$ cat src/rtl/decoder_pkg.sv
`default_nettype none
// ============================================================================
//  Module      : decoder_pkg
//  Description : Shared encodings for the instruction decoder: Op classes,
//                ALUControl codes, ImmSrc codes, DP cmd values, and the
//                bundled control-word type that the decoder registers.
//  Revision    : 1.0  initial release
// ============================================================================
package decoder_pkg;

    // Instruction class carried in instruction bits [27:26].
    typedef enum logic [1:0] {
        c_OP_DP     = 2'b00,
        c_OP_MEM    = 2'b01,
        c_OP_BRANCH = 2'b10,
        c_OP_UNSUP  = 2'b11
    } op_e;

    // ALU operation select.
    localparam logic [2:0] c_ALU_ADD = 3'b000;
    localparam logic [2:0] c_ALU_SUB = 3'b001;
    localparam logic [2:0] c_ALU_AND = 3'b010;
    localparam logic [2:0] c_ALU_ORR = 3'b011;
    localparam logic [2:0] c_ALU_EOR = 3'b100;

    // Immediate-extend select.
    localparam logic [1:0] c_IMM_DP     = 2'b00;
    localparam logic [1:0] c_IMM_MEM    = 2'b01;
    localparam logic [1:0] c_IMM_BRANCH = 2'b10;

    // Register-source select: bit1 reads Rd as second source, bit0 reads R15.
    localparam logic [1:0] c_REGSRC_NONE  = 2'b00;
    localparam logic [1:0] c_REGSRC_PC    = 2'b01;
    localparam logic [1:0] c_REGSRC_STORE = 2'b10;

    // Data-processing cmd field, Funct[4:1].
    localparam logic [3:0] c_CMD_AND = 4'b0000;
    localparam logic [3:0] c_CMD_EOR = 4'b0001;
    localparam logic [3:0] c_CMD_SUB = 4'b0010;
    localparam logic [3:0] c_CMD_ADD = 4'b0100;
    localparam logic [3:0] c_CMD_CMP = 4'b1010;
    localparam logic [3:0] c_CMD_ORR = 4'b1100;

    // Register index of the program counter.
    localparam logic [3:0] c_PC_REG = 4'd15;

    // Complete set of decoded controls, registered as one word.
    typedef struct packed {
        logic       pcs;
        logic       reg_w;
        logic       mem_w;
        logic       mem_to_reg;
        logic       alu_src;
        logic       no_write;
        logic [1:0] imm_src;
        logic [1:0] reg_src;
        logic [1:0] flag_w;
        logic [2:0] alu_control;
    } ctrl_t;

    // True when the destination register is the PC.
    function automatic logic is_pc_dest(input logic [3:0] rd);
        return (rd == c_PC_REG);
    endfunction

endpackage : decoder_pkg
`default_nettype wire

$ cat src/rtl/decoder_alu_dec.sv
`default_nettype none
// ============================================================================
//  Module      : alu_dec
//  Description : Combinational ALU-operation and flag-write decode for
//                data-processing instructions. Produces neutral values when
//                the instruction is not a data-processing op.
//  Revision    : 1.0  initial release
// ============================================================================
module alu_dec
    import decoder_pkg::*;
(
    input  logic       i_alu_op,
    input  logic [3:0] i_cmd,
    input  logic       i_s,
    output logic [2:0] o_alu_control,
    output logic [1:0] o_flag_w,
    output logic       o_no_write
);

    logic [2:0] w_alu_control;
    logic [1:0] w_flag_w;
    logic       w_no_write;
    logic       w_is_cmp;
    logic       w_arith;

    // Map cmd to an ALU operation and derive which flag groups are written.
    always_comb begin
        w_alu_control = c_ALU_ADD;
        w_flag_w      = 2'b00;
        w_no_write    = 1'b0;
        w_is_cmp      = 1'b0;
        w_arith       = 1'b0;
        if (i_alu_op) begin
            case (i_cmd)
                c_CMD_ADD: w_alu_control = c_ALU_ADD;
                c_CMD_SUB: w_alu_control = c_ALU_SUB;
                c_CMD_AND: w_alu_control = c_ALU_AND;
                c_CMD_ORR: w_alu_control = c_ALU_ORR;
                c_CMD_EOR: w_alu_control = c_ALU_EOR;
                c_CMD_CMP: begin
                    w_alu_control = c_ALU_SUB;
                    w_is_cmp      = 1'b1;
                end
                default:   w_alu_control = c_ALU_ADD;
            endcase
            // Carry/overflow are only meaningful for add and subtract.
            w_arith    = (w_alu_control == c_ALU_ADD) || (w_alu_control == c_ALU_SUB);
            w_no_write = w_is_cmp;
            // CMP exists only to set flags, so it writes all of them even with S=0.
            if (w_is_cmp) begin
                w_flag_w = 2'b11;
            end else begin
                w_flag_w = {i_s, i_s & w_arith};
            end
        end
    end

    assign o_alu_control = w_alu_control;
    assign o_flag_w      = w_flag_w;
    assign o_no_write    = w_no_write;

endmodule : alu_dec
`default_nettype wire

$ cat src/rtl/decoder.sv
`default_nettype none
// ============================================================================
//  Module      : decoder
//  Description : Single-cycle instruction control decoder. Decodes Op, Funct
//                and Rd combinationally and registers every control output,
//                giving one cycle of latency. Asynchronous active-low reset
//                clears all outputs immediately.
//  Revision    : 1.0  initial release
// ============================================================================
module decoder
    import decoder_pkg::*;
(
    input  logic       clk,
    input  logic       rst_n,
    input  logic [1:0] Op,
    input  logic [5:0] Funct,
    input  logic [3:0] Rd,
    output logic       PCS,
    output logic       RegW,
    output logic       MemW,
    output logic       MemtoReg,
    output logic       ALUSrc,
    output logic       NoWrite,
    output logic [1:0] ImmSrc,
    output logic [1:0] RegSrc,
    output logic [1:0] FlagW,
    output logic [2:0] ALUControl
);

    // Main-decode results ahead of the output register.
    logic       w_branch;
    logic       w_reg_w;
    logic       w_mem_w;
    logic       w_mem_to_reg;
    logic       w_alu_src;
    logic       w_alu_op;
    logic [1:0] w_imm_src;
    logic [1:0] w_reg_src;

    // ALU decode results.
    logic [2:0] w_alu_control;
    logic [1:0] w_flag_w;
    logic       w_no_write;

    ctrl_t      w_ctrl_d;
    ctrl_t      r_ctrl_q;

    // Classify the instruction by Op and set the datapath steering controls.
    always_comb begin
        w_branch     = 1'b0;
        w_reg_w      = 1'b0;
        w_mem_w      = 1'b0;
        w_mem_to_reg = 1'b0;
        w_alu_src    = 1'b0;
        w_alu_op     = 1'b0;
        w_imm_src    = c_IMM_DP;
        w_reg_src    = c_REGSRC_NONE;
        case (op_e'(Op))
            c_OP_DP: begin
                w_reg_w   = 1'b1;
                w_alu_src = Funct[5];
                w_alu_op  = 1'b1;
            end
            c_OP_MEM: begin
                w_alu_src = 1'b1;
                w_imm_src = c_IMM_MEM;
                if (Funct[0]) begin
                    w_reg_w      = 1'b1;
                    w_mem_to_reg = 1'b1;
                end else begin
                    w_mem_w   = 1'b1;
                    w_reg_src = c_REGSRC_STORE;
                end
            end
            c_OP_BRANCH: begin
                // Condition field is not examined; every branch decodes as B.
                w_branch  = 1'b1;
                w_alu_src = 1'b1;
                w_imm_src = c_IMM_BRANCH;
                w_reg_src = c_REGSRC_PC;
            end
            default: begin
                // Unsupported class: leave every control deasserted.
            end
        endcase
    end

    alu_dec u_alu_dec (
        .i_alu_op      (w_alu_op),
        .i_cmd         (Funct[4:1]),
        .i_s           (Funct[0]),
        .o_alu_control (w_alu_control),
        .o_flag_w      (w_flag_w),
        .o_no_write    (w_no_write)
    );

    // Assemble the next control word; PCS uses the unregistered RegW/Branch.
    always_comb begin
        w_ctrl_d             = '0;
        w_ctrl_d.pcs         = (is_pc_dest(Rd) & w_reg_w) | w_branch;
        w_ctrl_d.reg_w       = w_reg_w;
        w_ctrl_d.mem_w       = w_mem_w;
        w_ctrl_d.mem_to_reg  = w_mem_to_reg;
        w_ctrl_d.alu_src     = w_alu_src;
        w_ctrl_d.no_write    = w_no_write;
        w_ctrl_d.imm_src     = w_imm_src;
        w_ctrl_d.reg_src     = w_reg_src;
        w_ctrl_d.flag_w      = w_flag_w;
        w_ctrl_d.alu_control = w_alu_control;
    end

    // Output register; reset clears the word without waiting for a clock.
    always_ff @(posedge clk or negedge rst_n) begin
        if (!rst_n) begin
            r_ctrl_q <= '0;
        end else begin
            r_ctrl_q <= w_ctrl_d;
        end
    end

    assign PCS        = r_ctrl_q.pcs;
    assign RegW       = r_ctrl_q.reg_w;
    assign MemW       = r_ctrl_q.mem_w;
    assign MemtoReg   = r_ctrl_q.mem_to_reg;
    assign ALUSrc     = r_ctrl_q.alu_src;
    assign NoWrite    = r_ctrl_q.no_write;
    assign ImmSrc     = r_ctrl_q.imm_src;
    assign RegSrc     = r_ctrl_q.reg_src;
    assign FlagW      = r_ctrl_q.flag_w;
    assign ALUControl = r_ctrl_q.alu_control;

endmodule : decoder
`default_nettype wire

$ cat config.mk
export PLATFORM = sky130hd
export DESIGN_NAME = decoder
export DESIGN_NICKNAME = d
export VERILOG_FILES = /design/src/rtl/decoder_pkg.sv /design/src/rtl/decoder_alu_dec.sv /design/src/rtl/decoder.sv
export SDC_FILE = /design/constraint.sdc
export NUM_CORES = 1
export LEC_CHECK = 0
export CORE_MARGIN = 5
export CORE_UTILIZATION = 41
export DETAILED_ROUTE_END_ITERATION = 10
export PLACE_DENSITY = 0.87
export RECOVER_POWER = 25
export SYNTH_ARGS = -nofsm -noshare
export SYNTH_HDL_FRONTEND = slang
export SYNTH_SLANG_ARGS = --single-unit
$ cat constraint.sdc
create_clock -name clk -period 1.5 [get_ports clk]
set_input_delay 0.45 -clock clk [delete_from_list [all_inputs] [get_ports clk]]
set_output_delay 0.45 -clock clk [all_outputs]
set_load 0.02 [all_outputs]
==> qor.yml <==
vias: 468
p_total_w: 0.000802
grt_pass1_wl_mm: 1.90
fmax_ghz: 0.710
hold_path_startpoint: "Op[0]"
rsz0062_at_grt: "no"
num_rows: 13
worst_ep_required_time_ns: 1.05
critPathTopFamily: "flip-flops"
hold_viol: 0
dpl.hpwl_mm: 1.13
worstPathCellList: "dlygate4sd2_1"
cts.hold.buffers_added: 0
slew_headroom_pct: 51.6
final.setup.tns_ns: 0
post-route-util_pct: 73.3
slew_violations: 0
initial_core_util_pct: 44.2
grt_use_total_pct: 12.7
layout_setup_ws_ns: 0.0918
root_buffer: "clkbuf_4"
numCtsBuffers: 3
arrival_ns: 0.96
syn_area_um2: 582
drtPass1Iterations: 3
ios: 29
outcome: "finished clean"
hold_end: "ImmSrc[0]$_DFF_PN0_"
syn_nets: 65
synth_area_per_cell_um2: 12.6
placed_cell_area_um2: 948
hold_class: "in -> reg"
setup_viol: 0
crit_buf_inv: 1
fin_nets: 107
cpMaxStageDelayCell: "dfrtp_1"
critPathCaptureType: "output pin"
leakagePower_nw: 0.548
gp_congestion: 0.799
core_area_um2: 1320
postSynthCellCount: 46
start_kind: "register"
h-tree-depth: 1
synthToLayoutAreaGrowth_pct: 66.0
maxCapViolations: 0
wl_per_cell_um: 12.9
worstMarginPinSlew_ns: 0.725
first_global_vias: 446
grt_overflow: 0
setup.worst_path.class: "reg -> out"
post-place-ws_ns: -0.353
final_common_cell: "dlygate4sd2_1"
synth_cell_type_count: 21
hold_depth: 3
drtAntennaViolNets: 0
cts.sinks: 14
ir_worst_vdd_mv: 0.371
post_cts_buffers: 0
cellPowerDensity_nw_per_um2: 830
ys_top_cells_by_area: "dfrtp_1 60%, ha_1 11%, nand2b_1 2.2%"
layout-drive-gt1-share_pct: 21.8
seq_area_frac_synth_pct: 60.2
ys_warn_count: 0
viasPerCell: 4.59
final_area_um2: 966
synth_top_area_cell: "dfrtp_1"
final_cell_mix: "16 x dlygate4sd2_1, 14 x dfrtp_1, 10 x clkdlybuf4s50_1, 9 x buf_4, 4 x ha_1"
die_area_um2: 2270
synth.ff_latch_count: 14
die_x_um: 47.7
drtIter0Drc: 3
yosysTopAreaCellShare_pct: 60.2
min_period_over_period_pct: 93.9
wirelength_mm: 1.31
die_y_um: 47.7
port_buffers: 28
critPathMaxFanout: 2
grt_max_degree: 15
diodes: 0
cts_tree: "yes"
num-fill-cells: 93
cp_slowest_stage_delay_ns: 0.37
antenna_found_initial: 0
clk_pin_slew_ns: 0.08
ctsLongestPathBuffers: 2
drcViolationCount: 0
period_minus_slack_ns: 1.41
==> flip-flops by register name, indices dropped and copies added, names as in the netlist <==
| register | count |
|---|---|
| NoWrite | 1 |
| ImmSrc | 1 |
| PCS | 1 |
| ALUControl | 3 |
| ALUSrc | 1 |
| RegW | 1 |
| RegSrc | 2 |
| MemtoReg | 1 |
| MemW | 1 |
| FlagW | 2 |
==> report_power, final <==
part	internal (W)	total, W	switching [W]
clock	0.000147	0.000254	0.000107
combinational	0.0000792	0.000151	0.0000721
sequential	0.000393	0.000396	0.00000338
==> area by class of cell <==
type,instances,area [um2],share of cell area (%)
multi-input combinational,28,215,22.3
tap,15,18.8,1.94
clock buffer,4,36.3,3.76
inverter,3,11.3,1.17
sequential,14,350,36.3
timing repair buffer,38,334,34.6
==> synthesized netlist by cell type, drive strengths merged <==
cell / n
a211oi: 1
a21o: 1
a21oi: 1
and2: 2
and4: 1
and4b: 1
buf: 1
dfrtp: 14
ha: 5
inv: 3
mux2: 1
nand2: 3
nand2b: 2
nand4b: 1
nor2: 3
nor2b: 3
nor4: 1
o21ai: 1
or2: 1
==> cell families (layout without fill, tap and decap cells) <==
logic type | after synthesis | in the layout | share of synthesized area [%]
fa+ha+maj | 5 | 5 | 10.8
mux | 1 | 1 | 1.94
buf+inv | 4 | 45 | 3.23
simple gates | 18 | 18 | 19.6
flops | 14 | 14 | 60.2
compound gates | 4 | 4 | 4.30
==> timing repair <==
action / CTS / global route
endpoints found under the setup margin: 16 / 1
gates resized for setup: 18 / 1
cloned: 0 / 0
==> worst max path at each step <==
stage,startpoint,endpoint,slack (ns),depth (start not counted)
6_report,RegSrc[0]$_DFF_PN0_,ImmSrc[1],0.09,1
5_1_grt,RegSrc[0]$_DFF_PN0_,ImmSrc[1],0.05,1
4_1_cts,Op[0],PCS$_DFF_PN0_,0.02,5
3_5_place_dp,Op[1],PCS$_DFF_PN0_,-0.35,6
3_3_place_gp,Op[1],PCS$_DFF_PN0_,-0.32,6
2_1_floorplan,Op[1],PCS$_DFF_PN0_,0.20,5
==> stage by stage <==
stage          hold slack, ns  cells
3_3_place_gp            0.772     98
2_1_floorplan           0.154     46
3_5_place_dp            0.785     98
4_1_cts                 0.485    102
6_report                0.610    102
5_1_grt                 0.619    102
==> per-layer routing <==
metal  global-route usage, %  up-vias  part of all wire, %
met3                    2.26        2                   11
met1                    14.9      216                   38
met4                    8.06        0                  1.3
met2                    21.4       18                   50
li1                        -      232                    -
met5                       0        -                    0
(Power assumes the default switching activity.)
